**src/rtl/rom_arb_pkg.sv**
```systemverilog
// Shared types and constants for the program-ROM read-port arbiter.
package rom_arb_pkg;

    typedef enum logic [1:0] {IDLE, READ, RESP} arb_state_t;

    typedef enum logic {PORT_IF, PORT_LD} port_id_t;

    localparam int unsigned ADDR_W_DEFAULT = 12;
    localparam int unsigned ROM_BYTES      = 4 * 2 ** ADDR_W_DEFAULT;

endpackage

```
**src/rtl/rom_addr_check.sv**
```systemverilog
// Byte-to-word address conversion with alignment and ROM range checking.
module rom_addr_check #(
    parameter int unsigned ADDR_W    = 12,
    parameter logic [31:0] BASE_ADDR = 32'h0000_0000
) (
    input  logic [31:0]       byte_addr,
    output logic [ADDR_W-1:0] word_addr_c,
    output logic              err_c
);

    // One past the last ROM byte; 33 bits so a full 32-bit window cannot overflow
    localparam logic [32:0] LIMIT = 33'(1) << (ADDR_W + 2);

    logic [31:0] offset_c;

    // Unsigned wrap makes addresses below the base land far out of range
    assign offset_c    = byte_addr - BASE_ADDR;
    assign word_addr_c = offset_c[ADDR_W+1:2];
    assign err_c       = (byte_addr[1:0] != 2'b00) || ({1'b0, offset_c} >= LIMIT);

endmodule

```
**src/rtl/rom_arbiter.sv**
```systemverilog
// Round-robin sharing of the single program-ROM read port between fetch and load.
module rom_arbiter
    import rom_arb_pkg::*;
#(
    parameter int unsigned ADDR_W    = 12,
    parameter int unsigned DATA_W    = 32,
    parameter logic [31:0] BASE_ADDR = 32'h0000_0000
) (
    input  logic              clk,
    input  logic              rst_n,
    input  logic              if_req_valid,
    output logic              if_req_ready,
    input  logic [31:0]       if_req_addr,
    output logic              if_resp_valid,
    input  logic              if_resp_ready,
    output logic [DATA_W-1:0] if_resp_data,
    output logic              if_resp_err,
    input  logic              ld_req_valid,
    output logic              ld_req_ready,
    input  logic [31:0]       ld_req_addr,
    output logic              ld_resp_valid,
    input  logic              ld_resp_ready,
    output logic [DATA_W-1:0] ld_resp_data,
    output logic              ld_resp_err,
    output logic [ADDR_W-1:0] rom_address,
    input  logic [DATA_W-1:0] rom_data_out,
    output logic              busy
);

    arb_state_t        state_q, state_d;
    port_id_t          last_grant_q, last_grant_d;
    port_id_t          owner_q, owner_d;
    port_id_t          grant_c;
    logic [ADDR_W-1:0] addr_q, addr_d;
    logic              err_q, err_d;
    logic [DATA_W-1:0] resp_data_q, resp_data_d;
    logic              resp_err_q, resp_err_d;
    logic [31:0]       sel_addr_c;
    logic [ADDR_W-1:0] word_addr_c;
    logic              addr_err_c;
    logic              accept_c;
    logic              owner_ready_c;

    // On a conflict the port not granted last time wins
    always_comb begin
        grant_c = PORT_IF;
        if (if_req_valid && ld_req_valid) begin
            grant_c = (last_grant_q == PORT_LD) ? PORT_IF : PORT_LD;
        end else if (ld_req_valid) begin
            grant_c = PORT_LD;
        end
    end

    assign sel_addr_c = (grant_c == PORT_LD) ? ld_req_addr : if_req_addr;

    rom_addr_check #(
        .ADDR_W    (ADDR_W),
        .BASE_ADDR (BASE_ADDR)
    ) u_addr_check (
        .byte_addr   (sel_addr_c),
        .word_addr_c (word_addr_c),
        .err_c       (addr_err_c)
    );

    // rst_n gating keeps ready low for the whole reset window
    assign if_req_ready  = rst_n && (state_q == IDLE) && if_req_valid && (grant_c == PORT_IF);
    assign ld_req_ready  = rst_n && (state_q == IDLE) && ld_req_valid && (grant_c == PORT_LD);
    assign accept_c      = if_req_ready || ld_req_ready;
    assign owner_ready_c = (owner_q == PORT_IF) ? if_resp_ready : ld_resp_ready;

    always_comb begin
        state_d      = state_q;
        last_grant_d = last_grant_q;
        owner_d      = owner_q;
        addr_d       = addr_q;
        err_d        = err_q;
        resp_data_d  = resp_data_q;
        resp_err_d   = resp_err_q;
        case (state_q)
            IDLE: begin
                if (accept_c) begin
                    state_d      = READ;
                    last_grant_d = grant_c;
                    owner_d      = grant_c;
                    addr_d       = word_addr_c;
                    err_d        = addr_err_c;
                end
            end
            READ: begin
                // Errored accesses still spend the READ cycle but return zero data
                state_d     = RESP;
                resp_data_d = err_q ? '0 : rom_data_out;
                resp_err_d  = err_q;
            end
            RESP: begin
                if (owner_ready_c) begin
                    state_d = IDLE;
                end
            end
            default: state_d = IDLE;
        endcase
    end

    always_ff @(posedge clk or negedge rst_n) begin
        if (!rst_n) begin
            state_q      <= IDLE;
            last_grant_q <= PORT_LD;
            owner_q      <= PORT_IF;
            addr_q       <= '0;
            err_q        <= 1'b0;
            resp_data_q  <= '0;
            resp_err_q   <= 1'b0;
        end else begin
            state_q      <= state_d;
            last_grant_q <= last_grant_d;
            owner_q      <= owner_d;
            addr_q       <= addr_d;
            err_q        <= err_d;
            resp_data_q  <= resp_data_d;
            resp_err_q   <= resp_err_d;
        end
    end

    assign rom_address   = addr_q;
    assign busy          = (state_q != IDLE);
    assign if_resp_valid = (state_q == RESP) && (owner_q == PORT_IF);
    assign ld_resp_valid = (state_q == RESP) && (owner_q == PORT_LD);
    assign if_resp_data  = resp_data_q;
    assign ld_resp_data  = resp_data_q;
    assign if_resp_err   = resp_err_q;
    assign ld_resp_err   = resp_err_q;

endmodule

```
**config.mk**
```make
export PLATFORM = sky130hd
export DESIGN_NAME = rom_arbiter
export DESIGN_NICKNAME = d
export VERILOG_FILES = /design/src/rtl/rom_arb_pkg.sv /design/src/rtl/rom_addr_check.sv /design/src/rtl/rom_arbiter.sv
export SDC_FILE = /design/constraint.sdc
export NUM_CORES = 1
export LEC_CHECK = 0
export CAP_MARGIN = 20
export CORE_ASPECT_RATIO = 1.5
export CORE_MARGIN = 5
export CORE_UTILIZATION = 24
export DETAILED_ROUTE_END_ITERATION = 8
export HOLD_SLACK_MARGIN = 0.05
export PLACE_DENSITY_LB_ADDON = 0.12
export SLEW_MARGIN = 20
export SYNTH_ARGS = -nofsm -noshare
export SYNTH_HDL_FRONTEND = slang
export SYNTH_SLANG_ARGS = --single-unit
```
**constraint.sdc**
```tcl
create_clock -name clk -period 1.4 [get_ports clk]
set_input_delay 0.21 -clock clk [delete_from_list [all_inputs] [get_ports clk]]
set_output_delay 0.21 -clock clk [all_outputs]
set_load 0.05 [all_outputs]
```
==> key figures, run 1 <==
Outcome
  • Outcome: finished with violations
  • Failing checks: setup timing

Clock tree
  • Root buffer selected by CTS: clkbuf_16
  • Worst-skew pair later-pin latency: 0.28 ns
  • Hold_buf cts: 0
  • Cts bufs inserted: 5
  • CTS Sinks: 50
  • CTS tree: done
  • H-tree Lvls: 2
  • Clk pin slew, worst setup/hold paths: 0.07 ns
  • Maximum buffer depth of the clock tree: 2

Setup path
  • Startpoint types: input port
  • WP data arrival: 1.40 ns
  • Critical Path End Type: primary output
  • Worst-case reg-to-reg path depth: 7
  • CP max FO: 13
  • Reg2Reg Launch Point: state_q[1]$_DFFE_PN0P_
  • Worst Path Required: 1.19 ns
  • RR Endpoint: rom_address[3]$_DFFE_PN0P_
  • Worst reg2reg setup slack: -0.11 ns
  • Crit Path Class: input port to primary output

Yosys
  • Synth Warn #: 0
  • Syn avg cell area: 9.59 sq um
  • #FFs+latches synth: 50
  • Unique masters post-synth: 24
  • Synthesized cell area: 2530 sq um
  • Syn Nets: 366
  • Post-synthesis sequential area ratio: 49.5%
  • Mapped Cells: 264

Finish
  • Post-Layout Cell Count: 571
  • Ant diodes: 0
  • Cell area after layout: 5540 sq um
  • Most frequent cells in the layout: 100 x clkdlybuf4s50_1, 85 x buf_12, 48 x dfrtp_1
  • Commonest non-fill, non-tap cell in the layout: clkdlybuf4s50_1
  • # nets final: 528
  • Area growth from synthesis to layout: 119%
  • Share of layout cells above drive strength 1: 34.7%

STA
  • Worst rel slew slack: 54.9%
  • Final period utilization: 115%
  • Setup Total Neg Slack: -1.81 ns
  • Unrepaired setup endpoints after global routing: yes
  • Final Hold Slack: 0.110 ns
  • Max Fclk: 0.622 GHz
  • Crit path time final: 1.61 ns
  • Max-slew violation count: 0
  • Slew @ Worst Pin: 0.677 ns
  • Worst setup margin: -0.209 ns
  • Setup violations, final: 18
  • Final-report hold violation count: 0
  • Final Skew: 0.00481 ns

Route
  • Residual DRC count: 0
  • Post-Route WL: 8.82 mm
  • Routed WL per cell: 15.5 um
  • DRT Pass-1 Iters: 4
  • Vias: 2386
  • Post-DRT Antenna Nets: 0
  • DR vias/cell: 4.18
  • DR iter-0 viols: 44

Floorplanning
  • Core Area: 10500 sq um
  • Row cnt: 46
  • Starting Density: 24.2%
  • Die ar.: 12700 sq um
  • # IOs: 185
  • Die Span Y: 136 um
  • Die W: 93.9 um

Placed design
  • Placed instance area: 5160 sq um
  • Pre-CTS setup slack: -0.205 ns
  • PortBufs: 184
  • Final HPWL DP: 6.73 mm
  • RePlAce Congestion: 0.757
  • Inst Count DP: 556

Pwr
  • P_leak: 0.00222 uW
  • Pwr Density: 1140 nW/um^2
  • VDD IR-drop max: 1.03 mV

Job
  • Max-cap violation count: 0

GRT
  • Initial antenna violation count: 0
  • First-pass GRT wire length: 13.3 mm
  • Vias in the first global route: 2478
  • Largest net degree at the start of global routing: 51
  • Total gr overflow: 0
  • GRT Util Overall: 13.5%

Min path
  • Hold WC Path Type: input port to asynchronous set/reset pin
==> where the power goes <==
group	switching (uW)	total (uW)	internal (uW)
clock network	519	1230	710
registers	315	1990	1670
logic	1510	3090	1580
total	2340	6310	3970
==> worst max path at each step <==
stage	depth (start not counted)	from	end
6_report	5	ld_req_valid	if_req_ready
5_1_grt	5	state_q[1]$_DFFE_PN0P_	ld_req_ready
4_1_cts	4	state_q[1]$_DFFE_PN0P_	if_req_ready
3_5_place_dp	5	ld_req_valid	err_q$_DFFE_PN0P_
3_3_place_gp	5	ld_req_valid	if_req_ready
2_1_floorplan	2	state_q[0]$_DFFE_PN0P_	if_resp_valid
==> sequential cells by signal, indices dropped and copies added, names as in the netlist <==
name,count
last_grant_q,1
err_q,1
owner_q,1
if_resp_err,1
rom_address,12
if_resp_data,32
state_q,2
==> what timing repair did <==
action                                  CTS  global route
gates resized for setup                  12            30
cloned                                    1             1
pin swaps                                 2             3
endpoints found under the setup margin    9            18
setup buffers                             2             3
==> through the flow <==
stage | utilization [%] | total power (uW)
CTS | 51.4 | 6100
floorplan | - | 3170
global route | 52.9 | 6640
finish | 52.9 | 6310
global placement | 49.3 | 4650
detailed placement | 49.3 | 4690
==> Yosys cell counts, drive strengths merged <==
cell | count | area, sq um
a21boi | 1 | 11.3
a21oi | 12 | 86.3
a41oi | 1 | 8.76
and3 | 1 | 6.26
buf | 42 | 314
clkbuf | 5 | 18.8
dfrtp | 49 | 1230
dfstp | 1 | 26.3
inv | 2 | 7.51
mux2 | 2 | 22.5
mux2i | 12 | 120
nand2 | 39 | 146
nand2b | 34 | 213
nand3 | 1 | 5.00
nor2 | 15 | 56.3
nor3b | 1 | 12.5
nor4 | 10 | 62.6
o21a | 1 | 7.51
o21ai | 33 | 165
o32ai | 1 | 8.76
or2 | 1 | 6.26
==> per-layer routing <==
metal | GRT usage, % | wire length [um] | vias to the layer above | share of wire [%]
met5 | 0 | 0 | - | 0
met4 | 5.38 | 195 | 0 | 2.2
met3 | 4.28 | 609 | 10 | 6.9
met2 | 25.0 | 5000 | 95 | 57
met1 | 13.9 | 3020 | 1118 | 34
li1 | - | - | 1163 | -
==> logic make-up after synthesis <==
group           Yosys count  synth area share [%]
simple gates            102                  20.1
flops                    50                  49.5
compound gates           49                  11.4
buf+inv                  49                  13.4
mux                      14                  5.64
==> layout make-up <==
cell class,instances,area [sq um]
tap,144,180
clock inverter,1,5.00
sequential,50,1250
clock buffer,7,143
multi-input combinational,165,1060
inverter,2,7.51
timing repair buffer,202,2890
fill,931,4940
==> worst max-delay path, cell delays in order <==
cell and delay, ns:
clkdlybuf4s50_1 0.51, a21boi_2 0.27, buf_12 0.20, nor2_4 0.06, buf_8 0.14
No activity file was read; power rests on OpenSTA's default activity.
==> run 2: changes to the inputs <==
- CORE_UTILIZATION: 24 -> 35
==> run 2 against run 1 <==
The flow still finishes with violations (setup timing). Global-route usage increased by 4.5 points. Cell count decreased by 12%. Worst hold slack got worse by 0.050 ns. Flip-flop and latch count unchanged. Non-clock buffer count decreased by 4. Sequential power decreased by 4%. Largest cell class unchanged.
==> key figures, run 2 (synthesized netlist as in run 1, its figures left out) <==
Outcome
  • Outcome: finished with violations
  • Failing checks: setup timing

Job
  • Max-cap violation count: 0

Floorplanning
  • Die ar.: 9070 sq um
  • # IOs: 185
  • Row cnt: 38
  • Core Area: 7130 sq um
  • Starting Density: 35.5%
  • Die Span Y: 114 um
  • Die W: 79.4 um

Route
  • Post-DRT Antenna Nets: 0
  • Post-Route WL: 8.36 mm
  • Residual DRC count: 0
  • Vias: 2366
  • Routed WL per cell: 16.6 um
  • DR vias/cell: 4.70
  • DRT Pass-1 Iters: 4
  • DR iter-0 viols: 111

STA
  • Worst rel slew slack: 56.5%
  • Slew @ Worst Pin: 0.653 ns
  • Final Skew: 0.00428 ns
  • Unrepaired setup endpoints after global routing: yes
  • Max Fclk: 0.612 GHz
  • Max-slew violation count: 0
  • Setup violations, final: 7
  • Final period utilization: 117%
  • Final-report hold violation count: 0
  • Crit path time final: 1.63 ns
  • Final Hold Slack: 0.0602 ns
  • Worst setup margin: -0.233 ns
  • Setup Total Neg Slack: -0.699 ns

Finish
  • Largest register FFs: 32
  • Post-Layout Cell Count: 503
  • Commonest non-fill, non-tap cell in the layout: clkdlybuf4s50_1
  • Cell area after layout: 5290 sq um
  • Post-layout util: 74.2%
  • Most frequent cells in the layout: 100 x clkdlybuf4s50_1, 85 x buf_12, 49 x dfrtp_1
  • Ant diodes: 0
  • Fillers: 481
  • # nets final: 524
  • Area growth from synthesis to layout: 109%
  • Share of layout cells above drive strength 1: 30.0%

Setup path
  • Worst Path Required: 1.19 ns
  • WP data arrival: 1.42 ns
  • CP Cell Sequence: nor3b_4, nand2_2, nor2_4, buf_12
  • CP top delay family: simple AND/OR/NAND/NOR gates
  • Critical Path Max Stage Delay: 0.42 ns
  • Critical Path End Type: primary output
  • Crit Path Class: flop to primary output
  • CP max FO: 3
  • CP Buf/Inv Count: 1
  • Startpoint types: flop
  • Worst path slowest cell: dfrtp_1

Pwr
  • VDD IR-drop max: 1.12 mV
  • P_leak: 0.00217 uW
  • Pwr Density: 1110 nW/um^2

Clock tree
  • Cts bufs inserted: 5
  • CTS tree: done
  • Worst-skew pair later-pin latency: 0.30 ns
  • Root buffer selected by CTS: clkbuf_8
  • H-tree Lvls: 2
  • Clk pin slew, worst setup/hold paths: 0.09 ns
  • CTS Sinks: 50
  • Maximum buffer depth of the clock tree: 2

Min path
  • Hold WC Path Type: input port to asynchronous set/reset pin

GRT
  • Largest net degree at the start of global routing: 51
  • First-pass GRT wire length: 12.6 mm
  • Vias in the first global route: 2471
  • Total gr overflow: 0
  • Initial antenna violation count: 0
  • GRT Util Overall: 18.1%

Placed design
  • Final HPWL DP: 6.81 mm
  • PortBufs: 184
  • Placed instance area: 5080 sq um
  • Inst Count DP: 492
  • RePlAce Congestion: 0.805
==> run 2: changes by cell type in the layout (fill, tap and decap cells not counted), moves of 2 or more <==
cell       before  now
a21oi_1         0    5
a21oi_2        12    7
buf_6           3    1
clkbuf_16       6    1
clkbuf_8        1    6
nor2_1          0   12
nor2_2          7    0
nor2_4          8    3
==> run 2: through the flow <==
step                      power (uW)  setup WS (ns)
final                           5870         -0.233
after global routing            6150         -0.271
after CTS                       5870         -0.220
after detailed placement        4690         -0.169
after global placement          4640         -0.102
after floorplan                 3170        -0.0126
==> run 2: final timing paths <==
check,startpoint,to,slack [ns],cells past startpoint
worst max-delay path,state_q[0]$_DFFE_PN0P_,if_req_ready,-0.23,4
worst min-delay path,rst_n,if_resp_data[30]$_DFFE_PN0N_,0.06,2
worst max register to register,state_q[0]$_DFFE_PN0P_,err_q$_DFFE_PN0P_,-0.03,5
worst min register to register,last_grant_q$_DFFE_PN1P_,last_grant_q$_DFFE_PN1P_,0.48,2
max in group asynchronous,rst_n,if_resp_data[18]$_DFFE_PN0N_,0.89,2
min in group clk,rst_n,last_grant_q$_DFFE_PN1P_,0.46,5
==> run 2: worst register-to-register path: cells and delay by family (launching register included) <==
| family | cells | cell delay, ns |
|---|---|---|
| DFF | 1 | 0.42 |
| AOI/OAI and AO/OA | 3 | 0.50 |
| buffers and inverters | 1 | 0.14 |
| and+or+nand+nor | 1 | 0.30 |
==> run 2: layout make-up <==
cell class                      count  area (sq um)  area share (%)
Multi-Input combinational cell    165           986            18.6
Inverter                            2          7.51           0.142
Sequential cell                    50          1250            23.7
Clock inverter                      1          30.0           0.568
Timing Repair Buffer              198          2830            53.4
Clock buffer                        7          86.3            1.63
Tap cell                           80           100            1.89
==> run 2: what timing repair did <==
action	4_1_cts	5_1_grt
hold endpoints to repair	0	0
pin swaps	3	2
hold buffers	0	0
setup buffers	1	1
gates resized for setup	11	3
setup endpoints to repair	6	17
gates cloned	0	1
==> run 2: power by group <==
group | internal (uW) | switching, uW
sequential | 1670 | 247
clock | 583 | 470
combinational | 1450 | 1460
==> run 2: per-layer routing <==
layer / vias up / GRT usage, % / wire length [um]
li1: 1158 / - / -
met2: 99 / 34.2 / 4660
met4: 0 / 5.73 / 191
met1: 1092 / 18.1 / 2850
met5: - / 0 / 0
met3: 17 / 5.98 / 659
==> run 3: changes to the inputs <==
- CORE_UTILIZATION: 35 -> 37
- SYNTH_HIERARCHICAL: default -> 1
==> run 3 against run 2 <==
The flow still finishes with violations (setup timing). Synthesized area grew 14%. Clock skew is essentially flat. Cell area grew 9.5%. First-iteration DRC count shrank 26%. Global-route usage is essentially flat. Fmax shrank 19%. Utilization grew 1.9 points. Synthesized cell count grew 4.2%. Critical path depth grew 3. Largest power group unchanged. Highest routed layer is now met5.
==> key figures, run 3 <==
Outcome
  • Outcome: finished with violations
  • Failing checks: setup timing

GRT
  • Initial antenna violation count: 1
  • Vias in the first global route: 2597
  • GRT Util Overall: 18.1%
  • Largest net degree at the start of global routing: 51
  • First-pass GRT wire length: 13.3 mm
  • Total gr overflow: 0

Finish
  • Commonest non-fill, non-tap cell in the layout: clkdlybuf4s50_1
  • Area growth from synthesis to layout: 101%
  • Share of layout cells above drive strength 1: 41.2%
  • Most frequent cells in the layout: 98 x clkdlybuf4s50_1, 84 x buf_12, 48 x dfrtp_1
  • Ant diodes: 0
  • Fillers: 509
  • Multi-input logic area: 1310 sq um
  • Post-layout util: 76.1%
  • # nets final: 535
  • Largest register FFs: 32
  • Seq. cell area: 1250 sq um
  • Post-Layout Cell Count: 536

Yosys
  • Top FF cell, synth: dfrtp_1
  • Synth Warn #: 6
  • Post-synth top cells: 49 x dfrtp_1, 48 x buf_4, 36 x mux2_2
  • Synthesized cell area: 2880 sq um
  • Post-synth top area share: 42.6%
  • Mapped Cells: 275
  • Syn Nets: 377
  • Number of flops mapped to enable cells by yosys: 0
  • Ys async rst share: 100%
  • Unique masters post-synth: 26
  • Top post-synthesis cells by area: dfrtp_1 43%, mux2_2 14%, buf_4 13%
  • Post-synthesis sequential area ratio: 43.5%
  • #FFs+latches synth: 50
  • Syn avg cell area: 10.5 sq um
  • Yosys top cell by area: dfrtp_1
  • Most frequent cell after synthesis: dfrtp_1

Route
  • DR iter-0 viols: 82
  • Residual DRC count: 0
  • Routed WL per cell: 16.8 um
  • DR vias/cell: 4.63
  • Post-DRT Antenna Nets: 0
  • DRT Pass-1 Iters: 4
  • Vias: 2484
  • Post-Route WL: 8.98 mm

STA
  • Max-slew violation count: 0
  • Final Hold Slack: 0.0469 ns
  • Unrepaired setup endpoints after global routing: yes
  • Final Skew: 0.00459 ns
  • Setup Total Neg Slack: -4.25 ns
  • Final period utilization: 144%
  • Max Fclk: 0.495 GHz
  • Crit path time final: 2.02 ns
  • Final-report hold violation count: 0
  • Slew @ Worst Pin: 0.643 ns
  • Worst rel slew slack: 57.1%
  • Worst setup margin: -0.619 ns
  • Setup violations, final: 18

Floorplanning
  • Die W: 82.1 um
  • Core Area: 7610 sq um
  • Row cnt: 39
  • Die Span Y: 118 um
  • Die ar.: 9690 sq um
  • # IOs: 185
  • Starting Density: 37.9%

Clock tree
  • Clk pin slew, worst setup/hold paths: 0.07 ns
  • Cts bufs inserted: 5
  • Hold_buf cts: 0
  • CTS tree: done
  • Worst-skew pair later-pin latency: 0.29 ns
  • H-tree Lvls: 2
  • CTS Sinks: 50
  • Maximum buffer depth of the clock tree: 2
  • Root buffer selected by CTS: clkbuf_16

Setup path
  • WP data arrival: 2.19 ns
  • Worst Path Required: 1.57 ns
  • CP max FO: 4
  • Startpoint types: flop
  • Crit Path Class: flop to flop
  • Critical Path End Type: flop

Placed design
  • PortBufs: 184
  • Inst Count DP: 518
  • RePlAce Congestion: 0.720
  • Final HPWL DP: 7.10 mm

Job
  • Max-cap violation count: 0

Min path
  • Hold WC Path Type: input port to asynchronous set/reset pin

Pwr
  • VDD IR-drop max: 1.13 mV
  • Pwr Density: 1170 nW/um^2
  • P_leak: 0.00238 uW
-- run 3: cell types whose count changed after synthesis, sizes merged, moves of 5 or more --
cell	previous run	this run
mux2	2	47
buf	42	54
mux2i	12	0
nor2	15	3
a21oi	12	1
nand2	39	33
nor4	10	5
-- run 3: critical path: stages, from the launching register on --
cell	delay, ns
dfstp_2	0.56
a21boi_4	0.09
buf_6	0.13
mux2_4	0.30
nor4_4	0.30
and3_1	0.20
nand3_1	0.06
mux2_4	0.26
-- run 3: layout make-up --
cell class              instances  share of cell area, %
clock buffers                   6                   2.40
clock inverters                 2                  0.216
flip-flops and latches         50                   21.6
well taps                     102                   2.20
repair buffers                210                   50.9
inverters                       1                 0.0648
multi-input cells             165                   22.5
-- run 3: kinds of logic after synthesis --
group                  Yosys count  synth area share, %
muxes                           47                 19.4
buffers and inverters           60                 14.9
DFF                             50                 43.5
AOI/OAI and AO/OA               38                 7.56
and+or+nand+nor                 80                 14.7
-- run 3: what timing repair did --
item / in CTS / in global routing
buffers inserted: 4 / 6
cloned: 1 / 1
gates resized for setup: 24 / 13
endpoints found under the setup margin: 18 / 44
pin swaps: 4 / 5
-- run 3: per-stage QoR --
step / total power (uW) / instance area [sq um] / setup slack (ns)
6_report: 6770 / 5790 / -0.619
3_3_place_gp: 5160 / 5400 / -0.963
4_1_cts: 6650 / 5700 / -0.613
3_5_place_dp: 5200 / 5400 / -1.02
2_1_floorplan: 3650 / 2920 / -0.479
5_1_grt: 7080 / 5790 / -0.699
-- run 3: path summary, 6_finish.rpt --
kind / start / end / cells after the start / slack [ns]
min: rst_n / state_q[0]$_DFFE_PN0P_ / 2 / 0.05
max: last_grant_q$_DFFE_PN1P_ / err_q$_DFFE_PN0P_ / 7 / -0.62
min reg2reg: rom_address[4]$_DFFE_PN0P_ / rom_address[4]$_DFFE_PN0P_ / 1 / 0.58
min in group clk: if_req_valid / last_grant_q$_DFFE_PN1P_ / 3 / 0.43
max reg2reg: last_grant_q$_DFFE_PN1P_ / err_q$_DFFE_PN0P_ / 7 / -0.62
max in group asynchronous: rst_n / state_q[0]$_DFFE_PN0P_ / 2 / 0.91
-- run 3: per-layer routing --
metal	track usage (%)	wire, um	part of all wire [%]
met1	16.4	2780	31
met2	34.5	5090	57
met3	6.51	826	9.2
met4	6.96	273	3.0
met5	0	12	0.13
-- run 3: power breakdown --
group / internal [uW] / switching [uW] / total [uW]
Clock: 708 / 518 / 1230
Combinational: 1970 / 1620 / 3590
Sequential: 1690 / 269 / 1960
Total: 4370 / 2410 / 6770
